### src/rtl/tm1638_responder.sv
// TM1638 responder: STB/CLK/DIO deserialiser, 16-byte display RAM, key-scan readout.
// Key-read path is built only when TM1638_KEY_READ_EN is defined.
module tm1638_responder #(
  parameter int SYNC_STAGES = 2
) (
  input  logic        clk,
  input  logic        rst,
  input  logic        tm_stb,
  input  logic        tm_clk,
  input  logic        tm_dio_in,
  output logic        tm_dio_out,
  output logic        tm_dio_oe,
  input  logic [31:0] keys,
  input  logic [3:0]  rd_addr,
  output logic [7:0]  rd_data,
  output logic        ram_wr,
  output logic        disp_on,
  output logic [2:0]  brightness
);

  typedef enum logic [2:0] {
    IDLE, CMD, WRITE, READ, SKIP
  } state_t;

  logic [SYNC_STAGES-1:0] stb_sync;
  logic [SYNC_STAGES-1:0] clk_sync;
  logic [SYNC_STAGES-1:0] dio_sync;
  logic stb_s, clk_s, dio_s;
  logic stb_d, clk_d;
  logic stb_fall;
  logic clk_rise, clk_fall;

  // Chains reset low so a strobe held low across reset never fakes a frame start.
  always_ff @(posedge clk or negedge rst) begin
    if (!rst) begin
      stb_sync <= '0;
      clk_sync <= '0;
      dio_sync <= '0;
      stb_d    <= 1'b0;
      clk_d    <= 1'b0;
    end else begin
      stb_sync <= {stb_sync[SYNC_STAGES-2:0], tm_stb};
      clk_sync <= {clk_sync[SYNC_STAGES-2:0], tm_clk};
      dio_sync <= {dio_sync[SYNC_STAGES-2:0], tm_dio_in};
      stb_d    <= stb_s;
      clk_d    <= clk_s;
    end
  end

  assign stb_s    = stb_sync[SYNC_STAGES-1];
  assign clk_s    = clk_sync[SYNC_STAGES-1];
  assign dio_s    = dio_sync[SYNC_STAGES-1];
  assign stb_fall = ~stb_s & stb_d;
  assign clk_rise = clk_s & ~clk_d;
  assign clk_fall = ~clk_s & clk_d;

  state_t     state;
  logic [2:0] bit_cnt;
  logic [6:0] shreg;
  logic [7:0] rx_byte;
  logic [3:0] ptr;
  logic       fixed_addr;
  logic [7:0] ram [16];

  assign rx_byte = {dio_s, shreg};

`ifdef TM1638_KEY_READ_EN
  logic        read_mode;
  logic [31:0] key_sh;
  logic [5:0]  key_cnt;
`else
  logic unused_keys;
  assign unused_keys = ^keys;
  assign tm_dio_out  = 1'b0;
  assign tm_dio_oe   = 1'b0;
`endif

  always_ff @(posedge clk or negedge rst) begin
    if (!rst) begin
      state      <= IDLE;
      bit_cnt    <= '0;
      shreg      <= '0;
      ptr        <= '0;
      fixed_addr <= 1'b0;
      ram_wr     <= 1'b0;
      rd_data    <= '0;
      disp_on    <= 1'b0;
      brightness <= '0;
      for (int i = 0; i < 16; i++) ram[i] <= '0;
`ifdef TM1638_KEY_READ_EN
      read_mode  <= 1'b0;
      key_sh     <= '0;
      key_cnt    <= '0;
      tm_dio_out <= 1'b0;
      tm_dio_oe  <= 1'b0;
`endif
    end else begin
      ram_wr  <= 1'b0;
      rd_data <= ram[rd_addr];
      if (stb_s) begin
        // Strobe high wins over any same-cycle clock edge.
        state   <= IDLE;
        bit_cnt <= '0;
`ifdef TM1638_KEY_READ_EN
        tm_dio_oe  <= 1'b0;
        tm_dio_out <= 1'b0;
`endif
      end else begin
        unique case (state)
          IDLE: begin
            if (stb_fall) begin
              state   <= CMD;
              bit_cnt <= '0;
            end
          end
          CMD: begin
            if (clk_rise) begin
              shreg   <= {dio_s, shreg[6:1]};
              bit_cnt <= bit_cnt + 3'd1;
              if (bit_cnt == 3'd7) begin
                unique case (rx_byte[7:6])
                  2'b01: begin
`ifdef TM1638_KEY_READ_EN
                    read_mode  <= rx_byte[1];
                    fixed_addr <= rx_byte[2];
                    if (rx_byte[1]) begin
                      state   <= READ;
                      key_sh  <= keys;
                      key_cnt <= '0;
                    end else begin
                      state <= SKIP;
                    end
`else
                    if (!rx_byte[1]) fixed_addr <= rx_byte[2];
                    state <= SKIP;
`endif
                  end
                  2'b11: begin
                    ptr   <= rx_byte[3:0];
                    state <= WRITE;
                  end
                  2'b10: begin
                    disp_on    <= rx_byte[3];
                    brightness <= rx_byte[2:0];
                    state      <= SKIP;
                  end
                  default: state <= SKIP;
                endcase
              end
            end
          end
          WRITE: begin
            if (clk_rise) begin
              shreg   <= {dio_s, shreg[6:1]};
              bit_cnt <= bit_cnt + 3'd1;
              if (bit_cnt == 3'd7) begin
                ram[ptr] <= rx_byte;
                ram_wr   <= 1'b1;
                if (!fixed_addr) ptr <= ptr + 4'd1;
              end
            end
          end
          READ: begin
`ifdef TM1638_KEY_READ_EN
            if (clk_fall && read_mode) begin
              if (key_cnt < 6'd32) begin
                tm_dio_oe  <= 1'b1;
                tm_dio_out <= key_sh[0];
                key_sh     <= {1'b0, key_sh[31:1]};
                key_cnt    <= key_cnt + 6'd1;
              end else if (key_cnt == 6'd32) begin
                tm_dio_oe  <= 1'b0;
                tm_dio_out <= 1'b0;
                key_cnt    <= 6'd33;
              end
            end
`endif
          end
          SKIP: ;
          default: state <= IDLE;
        endcase
      end
    end
  end

endmodule

### config.mk
export PLATFORM = sky130hd
export DESIGN_NAME = tm1638_responder
export DESIGN_NICKNAME = d
export VERILOG_FILES = /design/src/rtl/tm1638_responder.sv
export SDC_FILE = /design/constraint.sdc
export NUM_CORES = 1
export LEC_CHECK = 0
export BUFFER_PORTS_ARGS = -buffer_cell sky130_fd_sc_hd__buf_4
export CORE_MARGIN = 4
export CORE_UTILIZATION = 46
export CTS_CLUSTER_DIAMETER = 40
export DETAILED_ROUTE_END_ITERATION = 16
export GPL_ROUTABILITY_DRIVEN = 0
export PLACE_DENSITY_LB_ADDON = 0.08
export SYNTH_ARGS = -nofsm -noshare
export SYNTH_HDL_FRONTEND = slang
export SYNTH_SLANG_ARGS = --single-unit
### constraint.sdc
create_clock -name clk -period 6 [get_ports clk]
set_input_delay 0.6 -clock clk [delete_from_list [all_inputs] [get_ports clk]]
set_output_delay 0.6 -clock clk [all_outputs]
set_load 0.005 [all_outputs]
# [After elaboration in Yosys (flattened, before gate mapping)]
# Index checks and enable logic that the tools add are counted.
[totals] ram_bits=0 mem_bits_ro=0 latch_bits=0 ff_bits=167 word_cells=101 output_inout_bits=15 mem_count=0 input_bits=41
[classes] eq_ne=19 n_mul=0 reduce_logical=13 n_addsub=2 magnitude_cmp=3 muxes=27 bitwise_logic=7 div=0 n_shift=0
[op_table] op="bitwise mux 128 bit" n=1
[op_table] op="binary-select mux 8 bit (select 4 bit)" n=1
[op_table] op="demux 8 bit (select 4 bit)" n=1
[op_table] op="2-to-1 mux 3 bit" n=8
[op_table] op="2-to-1 mux 4 bit" n=6
[op_table] op="2-to-1 mux 8 bit" n=3
[op_table] op="inequality test 2 bit (second input constant)" n=6
[op_table] op=">= comparator 5 bit (second input constant)" n=2
[op_table] op="NOT 4 -> 5 bit" n=2
[op_table] op="inequality test 3 bit (second input constant)" n=3
[op_table] op="one-hot mux 3 bit (3 select lines)" n=1
[op_table] op="one-hot mux 4 bit (2 select lines)" n=1
[op_table] op="AND reduction 4 bit" n=2
[op_table] op="AND reduction 8 bit" n=1
[op_table] op="equality test 3 x 2 -> 1 bit (second input constant)" n=2
[op_table] op="equality test 3 bit (second input constant)" n=2
[op_table] op="one-hot mux 3 bit (2 select lines)" n=1
[op_table] op="AND reduction 3 bit" n=2
[op_table] op="AND reduction 6 bit" n=1
[op_table] op="less-than comparator 5 x 1 -> 1 bit (second input constant)" n=1
[op_table] op="AND reduction 5 bit" n=1
[op_table] op="adder 4 x 1 -> 4 bit (second input constant)" n=1
[op_table] op="equality test 2 bit (second input constant)" n=2
[op_table] op="2-to-1 mux 1 bit" n=4
[op_table] op="13 further kinds" n=16

# [Longest topological paths before layout]
# Gate-level depths: netlist (run 1).
[logic_depth] word_depth=6 ltp_mapped=7 depth_no_buf=6

# [Worst setup path before layout (run 1)]
# Ideal clock, no wire load.
[synth_timing] path_kind="reg2reg" from="register bit_cnt[0]" to="register ram[48] in the netlist's numbering" setup_slack_ps=3943 period_less_slack_ps=2057 required_time_ps=5875 stages_incl_launch_ff=8 setup_time_ps=125 arrival_time_ps=1933 n_path_buf=1 path_cell_list="dfrtp_1 -> ha_1 -> ha_1 -> nand4bb_1 -> nor4_2 -> and2_1 -> buf_2 -> mux2_2"
[synth_between] elab_chain_cells=2
[synth_lines] element="start: declaration" line_no="58" rtl="logic [2:0] bit_cnt;"
[synth_lines] element="start signal: assignment" line_no="119" rtl="bit_cnt <= bit_cnt + 3'd1;"
[synth_lines] element="start signal: assignment" line_no="155" rtl="bit_cnt <= bit_cnt + 3'd1;"
[synth_lines] element="equality test 3 bit" line_no="156" rtl="if (bit_cnt == 3'd7) begin"
[synth_lines] element="AND reduction 4 bit (no line)"
[synth_lines] element="end signal: indexed assignment" line_no="157" rtl="ram[ptr] <= rx_byte;"
[synth_lines] element="end: declaration" line_no="63" rtl="logic [7:0] ram [16];"
# Every way passes these cells.
# A chain may end at the register's enable or synchronous reset.

# [Worst setup path in the final report (run 1)]
[layout_timing] from="register bit_cnt[0]" to="register ram[52] in the netlist's numbering"
# The elaborated chain is that of the path after synthesis.

==> results.toml, run 1 <==
[worst_setup_path]
required_ps = 6310
endpoint_kind = "flop"
path_cells = "ha_1 > ha_1 > nand4bb_1 > nor4_2 > and2_1 > mux2_2"
crit_slowest_cell = "and2_1"
worstPathMaxFanout = 8
r2r_setup_slack_ps = 3530
timing.rr.start = "bit_cnt[0]"
crit_family = "simple AND/OR/NAND/NOR gates"
path_common_cell = "ha_1"
reg2reg_to = "ram[52]"
cp.depth = 6
arrival_ps = 2770
reg2reg_depth = 6
crit_type = "reg2reg"
worstSetupStartpointType = "flop"
cp_num_buf_inv = 0
max_stage_delay_ps = 480

[clock_tree]
cts_tree = "done"
clk_path_buf_depth = 2
cts_resized = 0
clock-sinks = 167
ctsHoldBuffers = 0
htreeDepth = 4
clock_latency_ps = 430
cts_made_buffers = 17
clk_pin_slew_worst_paths_ps = 60
cts-root-buf = "clkbuf_16"
cts_setup_buffers = 0

[synthesis]
ys_seq_elements = 167
synthTopCellsByArea = "dfrtp_1, mux2_2, mux4_2, a22oi_1, ha_1"
syn_avg_cell_area_um2 = 15.4
syn_area_um2 = 7410
yosysUniqueCellTypes = 46
yosys_warnings = 0
yosys.area.top_type = "dfrtp_1"
synth.top_cell.area_share_pct = 56.4
postSynthCellCount = 480
seq_area_frac_synth_pct = 56.4

[global_routing]
antenna_found_initial = 0
grtUsageTotal_pct = 18.7
grt_pass1_vias = 4395
overflow = 0
grt_max_degree = 86
grt_pass1_wl_mm = 25.2

[floorplanning]
die-area_um2 = 18200
initial_core_util_pct = 46.8
die_w_um = 135
ios = 56
rows = 46
coreArea_um2 = 15800
die_y_um = 135

[final_layout]
final_util_pct = 52.5
nNetsFinal = 535
drive_above_1_share_pct = 48.2
final_common_cell = "dfrtp_1"
layout_common_cells = "dfrtp_1, mux2_2, mux4_2"
area_delta_synth_final_pct = 12.1
antenna_cells = 0

[sta]
hold_violations = 0
setup-tns-final_ps = 0
fin_ws_ps = 3530
rsz0062_at_grt = "no"
clock.fmax_ghz = 0.406
worst_pin_slew_ps = 1040
setup-violations-final = 0
maxSlewViolCount = 0
maxSlewHeadroom_pct = 30.7
fin_crit_ps = 2470
finalCritPeriodShare_pct = 41.1
skew_ps = 8.85

[detailed_routing]
final_antenna_net_count = 0
vias = 4051
drc = 0
drt_first_pass_iters = 4
drt-total-wl_mm = 15.4
first_iter_violations = 170
wl_per_cell_um = 21.5
drt-vias-per-instance = 5.66

[placed_design]
portBuffers = 21
dp_hpwl_mm = 9.31
pre_cts_ws_ps = 3530

[run_status]
status = "finished clean"

[pwr]
power.leakage_nw = 4.06
power_density_nw_per_um2 = 287
ir_drop_v = 0.000203

[min_path]
hp-class = "in2async"

[flow_run]
drv_cap = 0
==> routing by layer <==
layer,wire [um],global-route usage (%)
met5,0,0
met1,7090,25.5
met4,252,6.45
met2,7550,29.7
met3,489,4.51
==> layout make-up <==
cell class	count	area, um2
tap	216	270
clock inverter	10	153
timing repair buffer	22	169
multi-input combinational	273	3050
fill	1372	7530
inverter	7	26.3
sequential	167	4180
clock buffer	21	450
==> worst max path at each step <==
stage	to	startpoint
after detailed placement	ram[52]	bit_cnt[0]
after global placement	ram[54]	bit_cnt[0]
final	ram[52]	bit_cnt[0]
after floorplan	ram[48]	bit_cnt[0]
after CTS	ram[52]	bit_cnt[0]
after global routing	ram[52]	bit_cnt[0]
==> cells in the mapped netlist, drive strengths merged <==
master   count
nand2       22
clkbuf      19
nor4         3
buf         15
inv          7
nand4        5
nand3        2
nor3         2
nor2b        2
and2         2
nor2         6
a21oi        5
nand2b       1
mux2i        2
conb         1
o21ai        2
o211ai       1
a22o         3
mux2       141
or3b         3
nand4bb      1
nand3b       1
ha           6
a211oi       2
mux4        32
a31oi        2
xor2         1
or4bb        2
dfrtp      167
nand4b       2
nor4b        2
a22oi       16
a2111oi      1
a31o         1
==> cells by family after synthesis <==
family,Yosys count,share of synthesized area (%)
muxes,175,31.4
AOI/OAI and AO/OA,33,3.23
and+or+nand+nor,56,5.34
adders and majority gates,6,1.01
DFF,167,56.4
buffers and inverters,41,2.40
xor gates and xnor gates,1,0.118
other,1,0.0506
==> where the power goes <==
group | switching, mW | internal, mW | total [mW]
registers | 0.0565 | 1.14 | 1.19
clock network | 0.425 | 0.701 | 1.13
logic | 0.0434 | 0.0242 | 0.0676
==> flip-flops by register name, summed over array words and instances, names as in the netlist, 2 cells and up <==
| name | count |
|---|---|
| bit_cnt | 3 |
| brightness | 3 |
| clk_sync | 2 |
| dio_sync | 2 |
| ptr | 4 |
| ram | 128 |
| rd_data | 8 |
| shreg | 7 |
| state | 3 |
| stb_sync | 2 |
==> stage by stage <==
| step | instance area (um2) | power (mW) | cells | hold slack [ps] |
|---|---|---|---|---|
| after global routing | 8300 | 2.48 | 716 | 254 |
| after CTS | 8300 | 2.42 | 716 | 251 |
| after detailed placement | 7700 | 1.28 | 685 | 338 |
| final | 8300 | 2.39 | 716 | 224 |
| after global placement | 7700 | 1.28 | 685 | 333 |
| after floorplan | 7410 | 1.23 | 481 | 304 |
No activity file was read; power rests on OpenSTA's default activity.
==> run 2, diff against run 1 <==
- ABC_AREA: unset -> 1
- clock period: 6 -> 2.2 ns (I/O delays scaled with it)
==> run 2 against run 1 <==
  * Final area up 14%
  * Final cell count is 90% higher
  * Highest routed layer unchanged
  * Power rose to 3.0 times the previous value
  * Via count up 70%
==> results.toml, run 2 <==
[final_layout]
drive_above_1_share_pct = 11.0
nNetsFinal = 1166
antenna_cells = 0
final_common_cell = "nand2_1"
layout_common_cells = "nand2_1, dfrtp_1, nand3_1"
largest_register_ffs = 128
area_delta_synth_final_pct = 13.7
fill_cells = 1715
reg_top3 = "ram x128, rd_data x8, shreg x7"
top_register = "ram"

[synthesis]
syn_avg_cell_area_um2 = 7.63
synthTopCellsByArea = "dfrtp_1, nand2_1, nand3_1, inv_1, nor2_1"
yosysMostFrequentCell = "nand2_1"
ys_seq_elements = 167
yosys.area.top_type = "dfrtp_1"
yosysUniqueCellTypes = 31
synthTopCellsByCount = "nand2_1, dfrtp_1, nand3_1"
synth.top_cell.area_share_pct = 50.1
syn_area_um2 = 8330
synth_edf_count = 0
synthFlopType = "dfrtp_1"
ys_async_sr_fraction_pct = 100
seq_area_frac_synth_pct = 50.1
postSynthCellCount = 1092
yosys_warnings = 0

[worst_setup_path]
path_cells = "ha_1 > ha_1 > inv_1 > nor2_1 > nand2_1 > nor2_8 > nand3_4 > nand2_1 > o21ai_1"
endpoint_kind = "flop"
crit_slowest_cell = "dfrtp_1"
crit_family = "simple AND/OR/NAND/NOR gates"
worstSetupStartpointType = "flop"
max_stage_delay_ps = 370
arrival_ps = 2140
worstPathMaxFanout = 16
cp_num_buf_inv = 1
crit_type = "reg2reg"
required_ps = 2510

[run_status]
status = "finished clean"

[detailed_routing]
drt-vias-per-instance = 5.09
drt_first_pass_iters = 5
drt-total-wl_mm = 22.6
wl_per_cell_um = 16.6
final_antenna_net_count = 0
vias = 6901
drc = 0
first_iter_violations = 527

[flow_run]
drv_cap = 0

[floorplanning]
die_w_um = 143
coreArea_um2 = 17500
die_y_um = 143
rows = 48
initial_core_util_pct = 47.5
die-area_um2 = 20300
ios = 56

[clock_tree]
cts_resized = 0
clk_path_buf_depth = 2
cts_setup_buffers = 0
cts_tree = "done"
clock_latency_ps = 430
clk_pin_slew_worst_paths_ps = 70
clock-sinks = 167
cts-root-buf = "clkbuf_16"
cts_made_buffers = 17
htreeDepth = 4

[global_routing]
grt_pass1_wl_mm = 36.4
overflow = 0
grtUsageTotal_pct = 23.4
grt_pass1_vias = 6519
antenna_found_initial = 0
grt_max_degree = 67

[min_path]
hp-class = "in2reg"

[pwr]
clock_power_share_pct = 43.2
ir_drop_v = 0.000624
power.leakage_nw = 5.25
internal_power_mw = 5.25
power.net_switching_mw = 1.98
p_comb_share_pct = 11.7
power_density_nw_per_um2 = 763
swShare_pct = 27.4
pwr-share-seq_pct = 45.1

[sta]
finalCritPeriodShare_pct = 83.1
skew_ps = 9.59
setup-tns-final_ps = 0
setup-violations-final = 0
hold_violations = 0
fin_hold_ws_ps = 118
fin_ws_ps = 372
maxSlewHeadroom_pct = 58.1
worst_pin_slew_ps = 628
maxSlewViolCount = 0
fin_crit_ps = 1830
rsz0062_at_grt = "no"
clock.fmax_ghz = 0.547

[placed_design]
pre_cts_ws_ps = 367
portBuffers = 21
dp_hpwl_mm = 14.8
run 2: cell count changes after synthesis, moves of 6 or more:
| cell | change |
|---|---|
| a22oi_1 | -16 |
| clkbuf_1 | +6 |
| inv_1 | +62 |
| mux2_2 | -138 |
| mux4_2 | -32 |
| nand2_1 | +553 |
| nand2_4 | +9 |
| nand3_1 | +80 |
| nor2_1 | +38 |
| nor2_8 | +6 |
| nor3_2 | +7 |
| nor3_4 | +6 |
| o21ai_0 | +27 |
| o21ai_1 | +23 |
run 2: metal layers:
layer  wire length, um  vias to the layer above  global-route usage (%)
met4               534                        0                    8.20
met3              1190                       27                    4.50
met5                 0                        -                       0
li1                  -                     3419                       -
met2             10100                      170                    35.2
met1             10700                     3285                    34.1
run 2: final timing paths:
kind | from | end | slack [ps] | depth (start not counted)
worst max-delay path | bit_cnt[0] | ram[54] | 370 | 9
worst min-delay path | rd_addr[3] | rd_data[5] | 120 | 3
worst max register to register | bit_cnt[0] | ram[54] | 370 | 9
worst min register to register | stb_sync[0] | stb_sync[1] | 350 | 0
max in group asynchronous | rst | ram[37] | 1220 | 3
min in group asynchronous | rst | ram[123] | 330 | 2
run 2: final cells by class:
class	instances	area, um2	area share [%]
Sequential cell	167	4180	44.1
Clock buffer	21	470	4.96
Inverter	74	278	2.93
Tap cell	225	282	2.97
Timing Repair Buffer	51	459	4.84
Clock inverter	11	148	1.56
Multi-Input combinational cell	808	3660	38.6
run 2: cell families (layout without fill, tap and decap cells):
kind of cell / Yosys count / in the layout / share of synthesized area, %
other cells: 1 / 2 / 0.0450
flops: 167 / 167 / 50.1
simple gates: 738 / 738 / 39.0
buf+inv: 118 / 157 / 5.94
compound gates: 62 / 62 / 3.92
fa+ha+maj: 6 / 6 / 0.901
run 2: repair_timing:
item,in CTS,in global routing
endpoints found under the setup margin,0,0
hold buffers,4,0
endpoints found under the hold margin,51,0
run 2: per-stage QoR:
step	util, %	power [mW]	std cells	area, um2
finish	54.1	7.23	1357	9480
global route	54.1	7.52	1357	9480
CTS	54.1	7.29	1357	9480
detailed placement	50.3	4.15	1321	8820
global placement	50.3	4.15	1321	8820
floorplan	-	3.76	1093	8340
run 2: power groups by stage:
stage	Clock, mW	Sequential (mW)	Combinational (mW)
floorplan	0	3.26	0.494
global placement	0	3.32	0.832
detailed placement	0	3.32	0.836
CTS	3.18	3.26	0.846
global route	3.32	3.27	0.936
finish	3.13	3.26	0.843
run 2: tightest hold or removal path, cell delays in order:
cell     delay [ps]
buf_4           160
nand3_1          90
nand2_1          50
==> run 3, diff against run 2 <==
- ABC_AREA: 1 -> 0
- clock period: 2.2 -> 1.5 ns (I/O delays scaled with it)
==> run 3 against run 2 <==
  * The flow now finishes with violations (negative setup slack)
  * Sequential share of layout area rose by 0.36 points
  * Final area decreased by 0.78%
  * Count of clock-buffer cells in the layout is 3 higher
  * Global-route usage shrank 3.6 points
  * Critical path depth is 1 lower
  * Clock skew grew 1.9 ps
  * Die area fell by 11%
  * Final cell count decreased by 42%
  * Largest cell class unchanged
  * Critical path type unchanged
  * Combinational power down 41%
  * Register-to-register slack got worse by 850 ps
  * Critical endpoint is now ram[6]
  * Flip-flop and latch count unchanged
==> results.toml, run 3 (same netlist as run 1, synthesis figures left out) <==
[min_path]
hp-class = "in2async"

[sta]
maxSlewViolCount = 0
maxSlewHeadroom_pct = 44.8
finalCritPeriodShare_pct = 132
setup-violations-final = 143
hold_violations = 0
skew_ps = 11.5
rsz0062_at_grt = "yes"
worst_pin_slew_ps = 827
clock.fmax_ghz = 0.506
fin_crit_ps = 1980
fin_ws_ps = -478
fin_hold_ws_ps = 152

[detailed_routing]
first_iter_violations = 201
wl_per_cell_um = 21.2
final_antenna_net_count = 0
drt-total-wl_mm = 16.7
drt_first_pass_iters = 5
drc = 0
drt-vias-per-instance = 5.52
vias = 4367

[clock_tree]
cts_made_buffers = 17
cts-root-buf = "clkbuf_16"
clock_latency_ps = 430
htreeDepth = 4
clk_path_buf_depth = 2
clk_pin_slew_worst_paths_ps = 60
cts_tree = "done"
clock-sinks = 167

[pwr]
p_comb_share_pct = 5.2
pwr-share-seq_pct = 48.7
swShare_pct = 22.5
clock_power_share_pct = 46.2
power.net_switching_mw = 2.16
power.leakage_nw = 4.60
ir_drop_v = 0.000780
power_density_nw_per_um2 = 1020
internal_power_mw = 7.45

[final_layout]
area_delta_synth_final_pct = 27.0
drive_above_1_share_pct = 57.6
top_register = "ram"
reg_top3 = "ram x128, rd_data x8, shreg x7"
antenna_cells = 0
fin_cells = 791
largest_register_ffs = 128
final_util_pct = 59.4
layout_common_cells = "dfrtp_1, mux2_2, buf_4"
nNetsFinal = 609
final_common_cell = "dfrtp_1"
final_cell_area_um2 = 9410
fill_cells = 1216

[worst_setup_path]
worstPathMaxFanout = 8
crit_start = "bit_cnt[1]"
endpoint_kind = "flop"
worstSetupStartpointType = "flop"
crit_type = "reg2reg"
timing.rr.start = "bit_cnt[1]"
required_ps = 1800
arrival_ps = 2280

[run_status]
status = "complete, but fails checks"
violations = "negative setup slack"

[floorplanning]
initial_core_util_pct = 46.8
die_y_um = 135
die-area_um2 = 18200
die_w_um = 135
coreArea_um2 = 15800
ios = 56
rows = 46

[flow_run]
drv_cap = 0

[global_routing]
grtUsageTotal_pct = 19.8
overflow = 0
grt_max_degree = 57
grt_pass1_wl_mm = 27.1
grt_pass1_vias = 4733
antenna_found_initial = 0

[placed_design]
placed_area_um2 = 8390
pre_cts_ws_ps = -545
dp_hpwl_mm = 11.1
portBuffers = 21
place_inst = 744
==> run 3: cell count changes in the layout (fill, tap and decap cells not counted), sizes merged, moves of 45 or more <==
cell	delta
buf	+45
inv	-67
mux2	+141
nand2	-562
nand3	-84
o21ai	-51
==> run 3: worst paths after layout <==
kind / depth (start not counted) / slack [ps] / endpoint
max: 8 / -480 / ram[6]
min: 2 / 150 / ram[109]
max reg2reg: 8 / -480 / ram[6]
min reg2reg: 0 / 350 / dio_sync[1]
max in group asynchronous: 3 / 770 / clk_sync[1]
min in group clk: 4 / 290 / rd_data[5]
==> run 3: power by group through the flow <==
stage / clock network (mW) / registers (mW) / logic (mW)
after floorplan: 0 / 4.67 / 0.242
after global placement: 0 / 4.76 / 0.470
after detailed placement: 0 / 4.76 / 0.483
after CTS: 4.52 / 4.68 / 0.502
after global routing: 4.73 / 4.69 / 0.544
final: 4.44 / 4.68 / 0.496
==> run 3: what timing repair did <==
item                       in CTS  in global routing
gates resized for setup        43                 10
buffers inserted               11                  5
hold endpoints to repair      170                  0
pin swaps                      13                 10
hold buffers                    4                  0
setup endpoints to repair     149                152
==> run 3: cell type report <==
class / instances / area, um2 / share of cell area, %
clock buffer: 24 / 512 / 5.44
clock inverter: 8 / 92.6 / 0.984
inverter: 7 / 28.8 / 0.306
multi-input combinational: 273 / 3370 / 35.8
sequential: 167 / 4180 / 44.4
tap: 216 / 270 / 2.87
timing repair buffer: 96 / 951 / 10.1
==> run 3: per-stage QoR <==
stage	TNS [ps]	total power, mW
2_1_floorplan	-51060	4.91
3_3_place_gp	-60480	5.23
3_5_place_dp	-65900	5.25
4_1_cts	-56730	9.71
5_1_grt	-66930	9.97
6_report	-54480	9.62
==> run 3: metal layers <==
metal | vias to the layer above | wire, um | track usage, %
met5 | - | 0 | 0
met4 | 0 | 432 | 7.92
met3 | 21 | 428 | 4.25
met2 | 69 | 7750 | 29.7
met1 | 2334 | 8140 | 28.3
li1 | 1943 | - | -
==> run 3: worst max-delay path, cell delays in order (launching register included) <==
cell and delay, ps:
dfrtp_1 350, ha_2 200, ha_4 140, nand4bb_4 200
buf_6 180, nor2_4 110, buf_6 120, nand4_4 190
mux2_4 370
